`src/rtl/nibble_entry_ctrl.sv`:
```
// rtl/nibble_entry_ctrl.sv - push-button N-bit word entry with lockout, timeout, clear and valid/ready output
module nibble_entry_ctrl #(
  parameter int N       = 4,
  parameter int LOCKOUT = 1_000_000,
  parameter int TIMEOUT = 100_000_000
) (
  input  logic                   i_clk,
  input  logic                   i_reset,
  input  logic                   i_zeroes,
  input  logic                   i_ones,
  input  logic                   i_clear,
  input  logic                   i_ready,
  output logic [N-1:0]           o_data,
  output logic                   o_valid,
  output logic [$clog2(N+1)-1:0] o_count,
  output logic [1:0]             o_state,
  output logic                   o_timeout_flag
);
  localparam int CW = $clog2(N+1);
  localparam int LW = $clog2(LOCKOUT+1);
  localparam int TW = $clog2(TIMEOUT+1);

  localparam logic [1:0] S_IDLE  = 2'd0;
  localparam logic [1:0] S_ENTER = 2'd1;
  localparam logic [1:0] S_FULL  = 2'd2;

  // Bit order in the conditioning pipeline: [0]=zeroes, [1]=ones, [2]=clear
  logic [2:0]    w_btn;
  logic [2:0]    r_meta, r_s1, r_s2, r_pulse;
  logic [N-1:0]  r_data;
  logic [CW-1:0] r_count;
  logic [1:0]    r_state;
  logic          r_valid, r_tflag;
  logic [LW-1:0] r_lock;
  logic [TW-1:0] r_inact;
  logic          w_clr, w_accept, w_bit, w_timeout;

  assign w_btn = {i_clear, i_ones, i_zeroes};

  always_ff @(posedge i_clk) begin
    if (i_reset) begin
      r_meta  <= '0;
      r_s1    <= '0;
      r_s2    <= '0;
      r_pulse <= '0;
    end else begin
      r_meta  <= w_btn;
      r_s1    <= r_meta;
      r_s2    <= r_s1;
      r_pulse <= r_s1 & ~r_s2;
    end
  end

  // Clear outranks a bit edge, so a bit arriving with clear is dropped and does not start a lockout.
  assign w_clr     = r_pulse[2];
  assign w_accept  = (r_pulse[0] | r_pulse[1]) && (r_lock == '0) && (r_state != S_FULL) && !w_clr;
  assign w_bit     = ~r_pulse[0];
  assign w_timeout = (r_state == S_ENTER) && !w_accept && (r_inact == TW'(TIMEOUT-1));

  always_ff @(posedge i_clk) begin
    if (i_reset) begin
      r_lock <= '0;
    end else if (w_accept) begin
      r_lock <= LW'(LOCKOUT);
    end else if (r_lock != '0) begin
      r_lock <= r_lock - 1'b1;
    end
  end

  always_ff @(posedge i_clk) begin
    if (i_reset) begin
      r_state <= S_IDLE;
      r_data  <= '0;
      r_count <= '0;
      r_valid <= 1'b0;
      r_tflag <= 1'b0;
      r_inact <= '0;
    end else begin
      r_tflag <= 1'b0;
      if (w_clr) begin
        r_state <= S_IDLE;
        r_data  <= '0;
        r_count <= '0;
        r_valid <= 1'b0;
        r_inact <= '0;
      end else if (w_accept) begin
        r_data  <= {r_data[N-2:0], w_bit};
        r_count <= r_count + 1'b1;
        r_inact <= '0;
        if (r_count == CW'(N-1)) begin
          r_state <= S_FULL;
          r_valid <= 1'b1;
        end else begin
          r_state <= S_ENTER;
        end
      end else if (w_timeout) begin
        r_state <= S_IDLE;
        r_data  <= '0;
        r_count <= '0;
        r_tflag <= 1'b1;
        r_inact <= '0;
      end else if ((r_state == S_FULL) && i_ready) begin
        r_state <= S_IDLE;
        r_data  <= '0;
        r_count <= '0;
        r_valid <= 1'b0;
      end else if (r_state == S_ENTER) begin
        r_inact <= r_inact + 1'b1;
      end
    end
  end

  assign o_data         = r_data;
  assign o_valid        = r_valid;
  assign o_count        = r_count;
  assign o_state        = r_state;
  assign o_timeout_flag = r_tflag;
endmodule
```
`config.mk`:
```
export PLATFORM = sky130hd
export DESIGN_NAME = nibble_entry_ctrl
export DESIGN_NICKNAME = d
export VERILOG_FILES = /design/src/rtl/nibble_entry_ctrl.sv
export SDC_FILE = /design/constraint.sdc
export NUM_CORES = 1
export LEC_CHECK = 0
export BUFFER_PORTS_ARGS = -buffer_cell sky130_fd_sc_hd__buf_2
export CAP_MARGIN = 0
export CORE_ASPECT_RATIO = 1.2
export CORE_MARGIN = 1
export CORE_UTILIZATION = 25
export DETAILED_ROUTE_END_ITERATION = 12
export GPL_ROUTABILITY_DRIVEN = 0
export HOLD_SLACK_MARGIN = 0.05
export MAX_ROUTING_LAYER = met4
export PLACE_DENSITY = 0.41
export SYNTH_ARGS = -nofsm -noshare
export SYNTH_HDL_FRONTEND = slang
export SYNTH_SLANG_ARGS = --single-unit
```
`constraint.sdc`:
```
create_clock -name i_clk -period 5.07 [get_ports i_clk]
set_clock_uncertainty 0.1 [all_clocks]
set_input_delay 0.2535 -clock i_clk [delete_from_list [all_inputs] [get_ports i_clk]]
set_output_delay 0.2535 -clock i_clk [all_outputs]
set_load 0.005 [all_outputs]
```
==> results of run 1 <==
[cell families after synthesis]
group	after synthesis	synth area share
AOI/OAI and AO/OA	27	0.0599
and+or+nand+nor	178	0.320
buffers and inverters	12	0.0271
muxes	2	0.00697
DFF	70	0.459
xor gates and xnor gates	37	0.106
adders and majority gates	5	0.0205
[worst min-delay path, stage by stage]
cell	delay, ns
buf_2	0.09
nand2_1	0.06
nand2_1	0.07
nor2_1	0.04
[area by class of cell]
type                            count  area [sq um]
Multi-Input combinational cell    249          1570
Sequential cell                    70          1400
Clock buffer                        9           225
Inverter                            3          11.3
Fill cell                        1292          8140
Tap cell                          157           196
Timing Repair Buffer               19           110
Clock inverter                      7          73.8
[power breakdown]
group          total [W]  leakage, nW  internal, W  switching (W)
combinational   0.000443        0.613     0.000186       0.000257
sequential      0.000640        0.568     0.000596      0.0000439
clock           0.000630        0.134     0.000381       0.000249
total            0.00171         1.32      0.00116       0.000550
[registers in the layout, indices dropped and copies added, names as in the netlist]
name / count
r_s2: 3
o_data: 4
r_inact: 27
r_pulse: 3
r_lock: 20
o_state: 2
o_count: 3
o_timeout_flag: 1
r_s1: 3
o_valid: 1
r_meta: 3
[worst min-delay path by stage]
stage / from / to / cells past startpoint
finish: i_ready / o_valid / 4
global route: i_ready / o_valid / 4
CTS: i_ready / o_valid / 4
detailed placement: r_s2[0] / r_pulse[0] / 1
global placement: r_s2[0] / r_pulse[0] / 1
floorplan: r_s2[0] / r_pulse[0] / 1
[layer usage]
layer  vias to the layer above  part of all wire
li1                       1202                 -
met1                      1105              0.48
met2                        50              0.47
met3                        11             0.034
met4                         0             0.018
met5                         -                 0
[metrics by stage]
stage / instances / utilization / hold WS (ns) / setup slack [ns] / cell area, sq um
floorplan: 331 / - / 0.267 / 2.93 / 3050
global placement: 495 / 0.278 / 0.271 / 2.38 / 3260
detailed placement: 495 / 0.278 / 0.271 / 2.35 / 3260
CTS: 514 / 0.306 / 0.117 / 2.33 / 3590
global route: 514 / 0.306 / 0.141 / 2.15 / 3590
finish: 514 / 0.306 / 0.122 / 2.41 / 3590
[cell usage in the layout (no fill, tap or decap), types with 3 or more instances in the layout]
master,n
a211oi_1,6
a21oi_1,9
and3_1,9
buf_2,16
clkbuf_16,9
clkinvlp_4,4
dfxtp_1,70
dlygate4sd3_1,3
ha_1,5
inv_1,3
nand2_1,24
nand3_1,14
nand4_1,14
nor2_1,56
nor2b_1,14
nor3_1,10
nor4_1,10
nor4_2,3
o22ai_1,5
or2_2,3
or3_1,5
xnor2_1,16
xor2_1,21
==> metrics.yaml, run 1 <==
detailed_routing:
  final_antenna_net_count: 0
  drt_first_pass_iters: 5
  viasPerCell: 4.61
  vias: 2368
  post-route-drc-count: 0
  wl_per_cell_um: 12.5
  drtIter0Drc: 68
  wirelength_um: 6420
clock_tree:
  clk_latency_ns: 0.34
  cts_root_buffer: "clkbuf_16"
  clockBufferDepth: 2
  cts_buffers: 9
  cts.sinks: 70
  cts_setup_buffers: 0
  cts-hold-fix-buffers: 3
  h-tree-depth: 3
  clk_pin_slew_worst_paths_ns: 0.06
  cts_tree: "done"
  cts-resized-gates: 0
synth:
  syn_area_per_cell_sq_um: 9.22
  netlist_instances: 331
  synth-seq-cells: 70
  synth-edff-count: 0
  yosys_most_used_dff: "dfxtp_1"
  synth_area_sq_mm: 0.00305
  yosysTopAreaCellShare: 0.459
  yosysSeqAreaShare: 0.459
  syn-num-nets: 342
  synth_common_cells: "dfxtp_1, nor2_1, nand2_1"
  synth_area_leaders: "dfxtp_1, nor2_1, xor2_1"
  yosysUniqueCellTypes: 44
  async_flop_share: 0
  ys_warn_count: 0
  synth.most_common_cell: "dfxtp_1"
  synth_top_cell_by_area: "dfxtp_1"
grt:
  grt_pass1_wl_um: 11200
  grt_usage: 0.118
  antenna_found_initial: 0
  grt_max_degree: 28
  grt_overflow_total: 0
  use_met1: 0.142
  gr-max-usage-layer: "met2"
  met3_usage: 0.0317
  met2_usage: 0.186
  grt_pass1_vias: 2336
timing:
  rsz0062_at_grt: "no"
  tns_ns: 0
  finalSetupViolCount: 0
  post-route-period-util: 0.525
  period_needed_ns: 2.66
  report.final.slew_viol_count: 0
  slew_headroom: 0.305
  worstMarginPinSlew_ns: 1.03
  final_hold_viol_count: 0
  max_freq_ghz: 0.376
final_layout:
  layout-drive-gt1-share: 0.134
  area_growth_pct: 17.5
  final_nets: 363
  antenna_cells: 0
worst_setup_path:
  arrival_ns: 2.78
  r2r_slack_ns: 2.41
  cp-startpoint: "r_lock[0]"
  crit_required_ns: 5.19
  rr_startpoint: "r_lock[0]"
  crit_path_end_kind: "flip-flop"
  worstPathBufferInverterCount: 1
  crit_family: "simple AND/OR/NAND/NOR gates"
  cp_slowest_stage_delay_ns: 0.65
  critPathMaxFanout: 13
  start_kind: "flip-flop"
  path_class: "reg -> reg"
  crit_cells: 7
  slowest_stage: "nor4_4"
  crit_end: "r_lock[12]"
  worstRegToRegCells: 7
  crit_chain: "inv_1 > ha_1 > or4b_4 > nor4_4 > nand3_2 > nand2b_2 > nor2_1"
  r2r_end: "r_lock[12]"
placement:
  dp_hpwl_um: 4470
  io_buffers: 16
floorplanning:
  core_area_sq_mm: 0.0117
  die_w_um: 103
  io_pins: 17
  die_y_um: 123
  die-area_sq_mm: 0.0127
  row_count: 43
  initial_core_util: 0.260
power_and_ir_drop:
  p_total_w: 0.00171
  powerDensity_mw_per_mm2: 478
  vdd_ir_drop_max_mv: 0.208
  p_leak_nw: 1.32
job:
  cap_violations: 0
worst_hold_path:
  hp-class: "in -> reg"
outcome:
  run_status: "completed"
Power figures use the tool's default switching activity.
==> inputs of run 2 (changes only) <==
==> constraint.sdc (replaced) <==
create_clock -name i_clk -period 2.6 [get_ports i_clk]
set_clock_uncertainty 0.1 [all_clocks]
set_input_delay 0.13 -clock i_clk [delete_from_list [all_inputs] [get_ports i_clk]]
set_output_delay 0.13 -clock i_clk [all_outputs]
set_load 0.005 [all_outputs]
==> run 2 against run 1 <==
Via count down 1.4%. Routed wire length increased by 2.6%. Final cell count up 1.9%. Register-to-register slack worse by 2.2 ns. Critical path depth is the same. Largest cell class unchanged. Largest power group unchanged. Worst hold slack worse by 0.049 ns. First-iteration DRC count increased by 54%. Die area did not move.
==> metrics.yaml, run 2 (synthesized netlist as in run 1, its figures left out) <==
detailed_routing:
  viasPerCell: 4.46  # was 4.61
  vias: 2336  # was 2368
  wl_per_cell_um: 12.6  # was 12.5 um
  drtIter0Drc: 105  # was 68
  drt_first_pass_iters: 5  # unchanged
  post-route-drc-count: 0  # unchanged
  final_antenna_net_count: 0  # unchanged
  wirelength_um: 6590  # was 6420 um
worst_setup_path:
  crit_path_end_kind: "flip-flop"  # unchanged
  crit_required_ns: 2.71  # was 5.19 ns
  crit_chain: "inv_1 > ha_1 > or4b_4 > nand4b_4 > or3_1 > nand3_4 > nor2_1"  # was inv_1 > ha_1 > or4b_4 > nor4_4 > nand3_2 > nand2b_2 > nor2_1
  start_kind: "flip-flop"  # unchanged
  path_class: "reg -> reg"  # unchanged
  cp_slowest_stage_delay_ns: 0.53  # was 0.65 ns
  worstPathBufferInverterCount: 1  # unchanged
  crit_family: "simple AND/OR/NAND/NOR gates"  # unchanged
  slowest_stage: "or3_1"  # was nor4_4
  critPathMaxFanout: 27  # was 13
  arrival_ns: 2.54  # was 2.78 ns
floorplanning:
  die_w_um: 103  # unchanged
  die-area_sq_mm: 0.0127  # unchanged
  core_area_sq_mm: 0.0117  # unchanged
  row_count: 43  # unchanged
  io_pins: 17  # unchanged
  initial_core_util: 0.260  # unchanged
  die_y_um: 123  # unchanged
timing:
  period_needed_ns: 2.43  # was 2.66 ns
  slew_headroom: 0.622  # was 0.305
  tns_ns: 0  # unchanged
  finalSetupViolCount: 0  # unchanged
  worstMarginPinSlew_ns: 0.565  # was 1.03 ns
  final_hold_viol_count: 0  # unchanged
  fin_ws_ns: 0.167  # was 2.41 ns
  report.final.slew_viol_count: 0  # unchanged
  post-route-period-util: 0.936  # was 0.525
  rsz0062_at_grt: "no"  # unchanged
  max_freq_ghz: 0.411  # was 0.376 GHz
power_and_ir_drop:
  p_leak_nw: 1.38  # was 1.32 nW
  powerDensity_mw_per_mm2: 927  # was 478 mW/mm^2
  vdd_ir_drop_max_mv: 0.655  # was 0.208 mV
placement:
  dp_cells: 504  # was 495
  post-place-ws_ns: 0.156  # was 2.35 ns
  io_buffers: 16  # unchanged
  dp_hpwl_um: 4580  # was 4470 um
outcome:
  run_status: "completed"  # unchanged
clock_tree:
  cts_root_buffer: "clkbuf_16"  # unchanged
  clockBufferDepth: 2  # unchanged
  cts.sinks: 70  # unchanged
  clk_latency_ns: 0.34  # about the same
  cts_setup_buffers: 0  # unchanged
  clk_pin_slew_worst_paths_ns: 0.06  # about the same
  h-tree-depth: 3  # unchanged
  cts_tree: "done"  # unchanged
  cts_buffers: 9  # unchanged
final_layout:
  final_nets: 373  # was 363
  instances_no_fill: 524  # was 514
  fillers: 1303  # was 1292
  seq_area_sq_mm: 0.00140  # unchanged
  largest_register_ff_count: 27  # unchanged
  top_register: "r_inact"  # unchanged
  layout_commonest_cell: "dfxtp_1"  # unchanged
  mostFrequentLayoutCells: "dfxtp_1, nor2_1, nand2_1"  # unchanged
  final_core_util: 0.312  # was 0.306
  layout-drive-gt1-share: 0.153  # was 0.134
  area_growth_pct: 20.0  # was 17.5%
  antenna_cells: 0  # unchanged
  multi_input_area_sq_mm: 0.00157  # unchanged
grt:
  grt_overflow_total: 0  # unchanged
  grt_max_degree: 28  # unchanged
  grt_usage: 0.120  # was 0.118
  antenna_found_initial: 0  # unchanged
  grt_pass1_vias: 2295  # was 2336
  grt_pass1_wl_um: 11000  # was 11200 um
job:
  cap_violations: 0  # unchanged
worst_hold_path:
  hp-class: "in -> reg"  # unchanged
run 2: final timing paths:
path | depth (start not counted) | from | end | slack [ns]
worst max-delay path | 7 | r_lock[0] | r_inact[14] | 0.17
worst min-delay path | 2 | i_reset | r_meta[1] | 0.07
worst max register to register | 7 | r_lock[0] | r_inact[14] | 0.17
worst min register to register | 1 | r_s2[1] | r_pulse[1] | 0.28
run 2: metal layers:
| metal | vias up | share of wire | global-route usage |
|---|---|---|---|
| li1 | 1223 | - | - |
| met1 | 1072 | 0.48 | 0.139 |
| met2 | 33 | 0.47 | 0.188 |
| met3 | 8 | 0.039 | 0.0475 |
| met4 | 0 | 0.012 | 0.0396 |
| met5 | - | 0 | - |
run 2: worst register-to-register path, cell delays in order (launching register included):
cell      delay [ns]
dfxtp_1         0.32
inv_1           0.09
ha_1            0.15
or4b_4          0.49
nand4b_4        0.20
or3_1           0.53
nand3_4         0.33
nor2_1          0.10
run 2: layout make-up:
class / instances / area share
multi-input combinational: 249 / 0.428
timing repair buffer: 29 / 0.0512
clock inverter: 6 / 0.0191
inverter: 3 / 0.00307
clock buffer: 10 / 0.0625
sequential: 70 / 0.383
tap: 157 / 0.0536
run 2: timing repair:
item | 4_1_cts | 5_1_grt
hold buffers | 4 | 0
endpoints found under the setup margin | 0 | 0
gates resized for setup | 0 | 0
hold endpoints to repair | 4 | 0
run 2: through the flow:
stage | total power [W] | instance area (sq um) | hold WS (ns)
CTS | 0.00346 | 3660 | 0.0759
global route | 0.00361 | 3660 | 0.0860
floorplan | 0.00197 | 3050 | 0.158
global placement | 0.00218 | 3320 | 0.252
finish | 0.00340 | 3660 | 0.0733
detailed placement | 0.00218 | 3320 | 0.246
run 2: report_power, final:
group	internal [W]	leakage, nW	total [W]	switching, W
clock network	0.000751	0.147	0.00124	0.000493
logic	0.000406	0.663	0.000909	0.000503
registers	0.00116	0.568	0.00124	0.0000803
==> inputs of run 3 (changes only) <==
--- a/config.mk
+++ b/config.mk
@@ -5,7 +5,7 @@
 export SDC_FILE = /design/constraint.sdc
 export NUM_CORES = 1
 export LEC_CHECK = 0
-export BUFFER_PORTS_ARGS = -buffer_cell sky130_fd_sc_hd__buf_2
+export BUFFER_PORTS_ARGS = -buffer_cell sky130_fd_sc_hd__clkbuf_2
 export CAP_MARGIN = 0
 export CORE_ASPECT_RATIO = 1.2
 export CORE_MARGIN = 1
@@ -15,6 +15,7 @@
 export HOLD_SLACK_MARGIN = 0.05
 export MAX_ROUTING_LAYER = met4
 export PLACE_DENSITY = 0.41
+export SLEW_MARGIN = 20
 export SYNTH_ARGS = -nofsm -noshare
 export SYNTH_HDL_FRONTEND = slang
 export SYNTH_SLANG_ARGS = --single-unit
==> run 3 against run 2 <==
First-iteration DRC count is 30% lower. Combinational power is 2.6% lower. Clock-buffer cell count is 1 lower. Routed wire length is 2.1% lower. Clock power hardly changed. Core utilization is 0.064 points higher. Fmax is 0.45% higher. Final cell count stayed put. Non-clock buffer count stayed put. Critical endpoint is now r_inact[8].
==> metrics.yaml, run 3 (synthesized netlist as in run 1, its figures left out) <==
power_and_ir_drop:
  p_total_w: 0.00337  # was 0.00340 W
  powerDensity_mw_per_mm2: 919  # was 927 mW/mm^2
  vdd_ir_drop_max_mv: 0.493  # was 0.655 mV
  p_leak_nw: 1.37  # was 1.38 nW
final_layout:
  seq_area_sq_mm: 0.00140  # unchanged
  mostFrequentLayoutCells: "dfxtp_1, nor2_1, nand2_1"  # unchanged
  layout_commonest_cell: "dfxtp_1"  # unchanged
  top_register: "r_inact"  # unchanged
  layout-drive-gt1-share: 0.155  # was 0.153
  antenna_cells: 0  # unchanged
  largest_register_ff_count: 27  # unchanged
  multi_input_area_sq_mm: 0.00157  # unchanged
  final_nets: 373  # unchanged
  instances_no_fill: 524  # unchanged
  fillers: 1285  # was 1303
  area_growth_pct: 20.3  # was 20.0%
placement:
  io_buffers: 16  # unchanged
  dp_cells: 504  # unchanged
  dp_hpwl_um: 4510  # was 4580 um
detailed_routing:
  wirelength_um: 6450  # was 6590 um
  drtIter0Drc: 74  # was 105
  wl_per_cell_um: 12.3  # was 12.6 um
  final_antenna_net_count: 0  # unchanged
  viasPerCell: 4.45  # was 4.46
  drt_first_pass_iters: 4  # was 5
  vias: 2331  # was 2336
  post-route-drc-count: 0  # unchanged
floorplanning:
  die_w_um: 103  # unchanged
  die-area_sq_mm: 0.0127  # unchanged
  initial_core_util: 0.260  # unchanged
  io_pins: 17  # unchanged
  core_area_sq_mm: 0.0117  # unchanged
  die_y_um: 123  # unchanged
  row_count: 43  # unchanged
clock_tree:
  cts-hold-fix-buffers: 4  # unchanged
  cts_buffers: 9  # unchanged
  clockBufferDepth: 2  # unchanged
  cts_tree: "done"  # unchanged
  clk_latency_ns: 0.33  # was 0.34 ns
  cts_root_buffer: "clkbuf_16"  # unchanged
  h-tree-depth: 3  # unchanged
  cts-resized-gates: 0  # unchanged
  cts_setup_buffers: 0  # unchanged
  cts.sinks: 70  # unchanged
  clk_pin_slew_worst_paths_ns: 0.06  # about the same
grt:
  grt_overflow_total: 0  # unchanged
  grt_pass1_wl_um: 10800  # was 11000 um
  grt_pass1_vias: 2237  # was 2295
  grt_usage: 0.117  # was 0.120
  antenna_found_initial: 0  # unchanged
  grt_max_degree: 28  # unchanged
worst_setup_path:
  crit_end: "r_inact[8]"  # was r_inact[14]
  slowest_stage: "or3_1"  # unchanged
  path_class: "reg -> reg"  # unchanged
  crit_path_end_kind: "flip-flop"  # unchanged
  r2r_slack_ns: 0.18  # was 0.17 ns
  cp_slowest_stage_delay_ns: 0.52  # was 0.53 ns
  rr_startpoint: "r_lock[0]"  # unchanged
  start_kind: "flip-flop"  # unchanged
  cp-startpoint: "r_lock[0]"  # unchanged
  crit_required_ns: 2.71  # about the same
  crit_chain: "inv_1 > ha_1 > or4b_4 > nand4b_4 > or3_1 > nand3_4 > nor2_1"  # unchanged
  r2r_end: "r_inact[8]"  # was r_inact[14]
  worstRegToRegCells: 7  # unchanged
  arrival_ns: 2.53  # was 2.54 ns
  critPathMaxFanout: 27  # unchanged
timing:
  report.final.slew_viol_count: 0  # unchanged
  finalSetupViolCount: 0  # unchanged
  post-route-period-util: 0.932  # was 0.936
  rsz0062_at_grt: "no"  # unchanged
  max_freq_ghz: 0.413  # was 0.411 GHz
  final_hold_viol_count: 0  # unchanged
  holdWs_ns: 0.137  # was 0.0733 ns
  tns_ns: 0  # unchanged
  worstMarginPinSlew_ns: 0.594  # was 0.565 ns
  slew_headroom: 0.601  # was 0.622
  period_needed_ns: 2.42  # was 2.43 ns
worst_hold_path:
  hp-class: "in -> reg"  # unchanged
job:
  cap_violations: 0  # unchanged
outcome:
  run_status: "completed"  # unchanged
==> run 3: changes by cell type in the layout (fill, tap and decap cells not counted) <==
cell,before,now
clkinv_4,2,3
clkbuf_1,1,0
clkinv_2,1,0
clkinvlp_4,0,1
clkbuf_2,0,16
buf_2,16,0
==> run 3: through the flow <==
stage / utilization / area (sq um) / setup slack, ns
after global routing: 0.313 / 3670 / 0.0220
after CTS: 0.313 / 3670 / 0.156
after floorplan: - / 3050 / 0.455
final: 0.313 / 3670 / 0.178
after global placement: 0.283 / 3320 / 0.222
after detailed placement: 0.283 / 3320 / 0.155
==> run 3: worst min path at each step <==
stage,start,endpoint,slack (ns),cells past startpoint
2_1_floorplan,i_zeroes,r_meta[0],0.16,1
3_3_place_gp,i_ones,r_meta[1],0.25,2
3_5_place_dp,i_clear,r_meta[2],0.25,2
4_1_cts,i_reset,r_lock[18],0.13,2
5_1_grt,i_reset,r_meta[0],0.17,2
6_report,i_reset,r_lock[18],0.14,2
==> run 3: area by class of cell <==
class,count,share of cell area
multi-input combinational,249,0.427
timing repair buffer,29,0.0511
inverter,3,0.00307
clock inverter,7,0.0222
sequential,70,0.382
clock buffer,9,0.0613
tap,157,0.0535
==> run 3: layer usage <==
layer,GRT usage,vias to the layer above,wire length [um]
met4,0.0317,0,63
met3,0.0492,5,262
met1,0.135,1077,3040
met5,-,-,0
li1,-,1220,-
met2,0.185,29,3090
==> run 3: worst max-delay path, delay by kind of cell, from the launching register on <==
family,cells,cell delay [ns]
simple gates,5,1.63
flops,1,0.31
buf+inv,1,0.09
fa+ha+maj,1,0.15
==> run 3: where the power goes <==
part | switching [W] | internal, W | leakage (nW)
logic | 0.000492 | 0.000393 | 0.654
registers | 0.0000833 | 0.00116 | 0.568
clock network | 0.000490 | 0.000753 | 0.147
total | 0.00107 | 0.00231 | 1.37
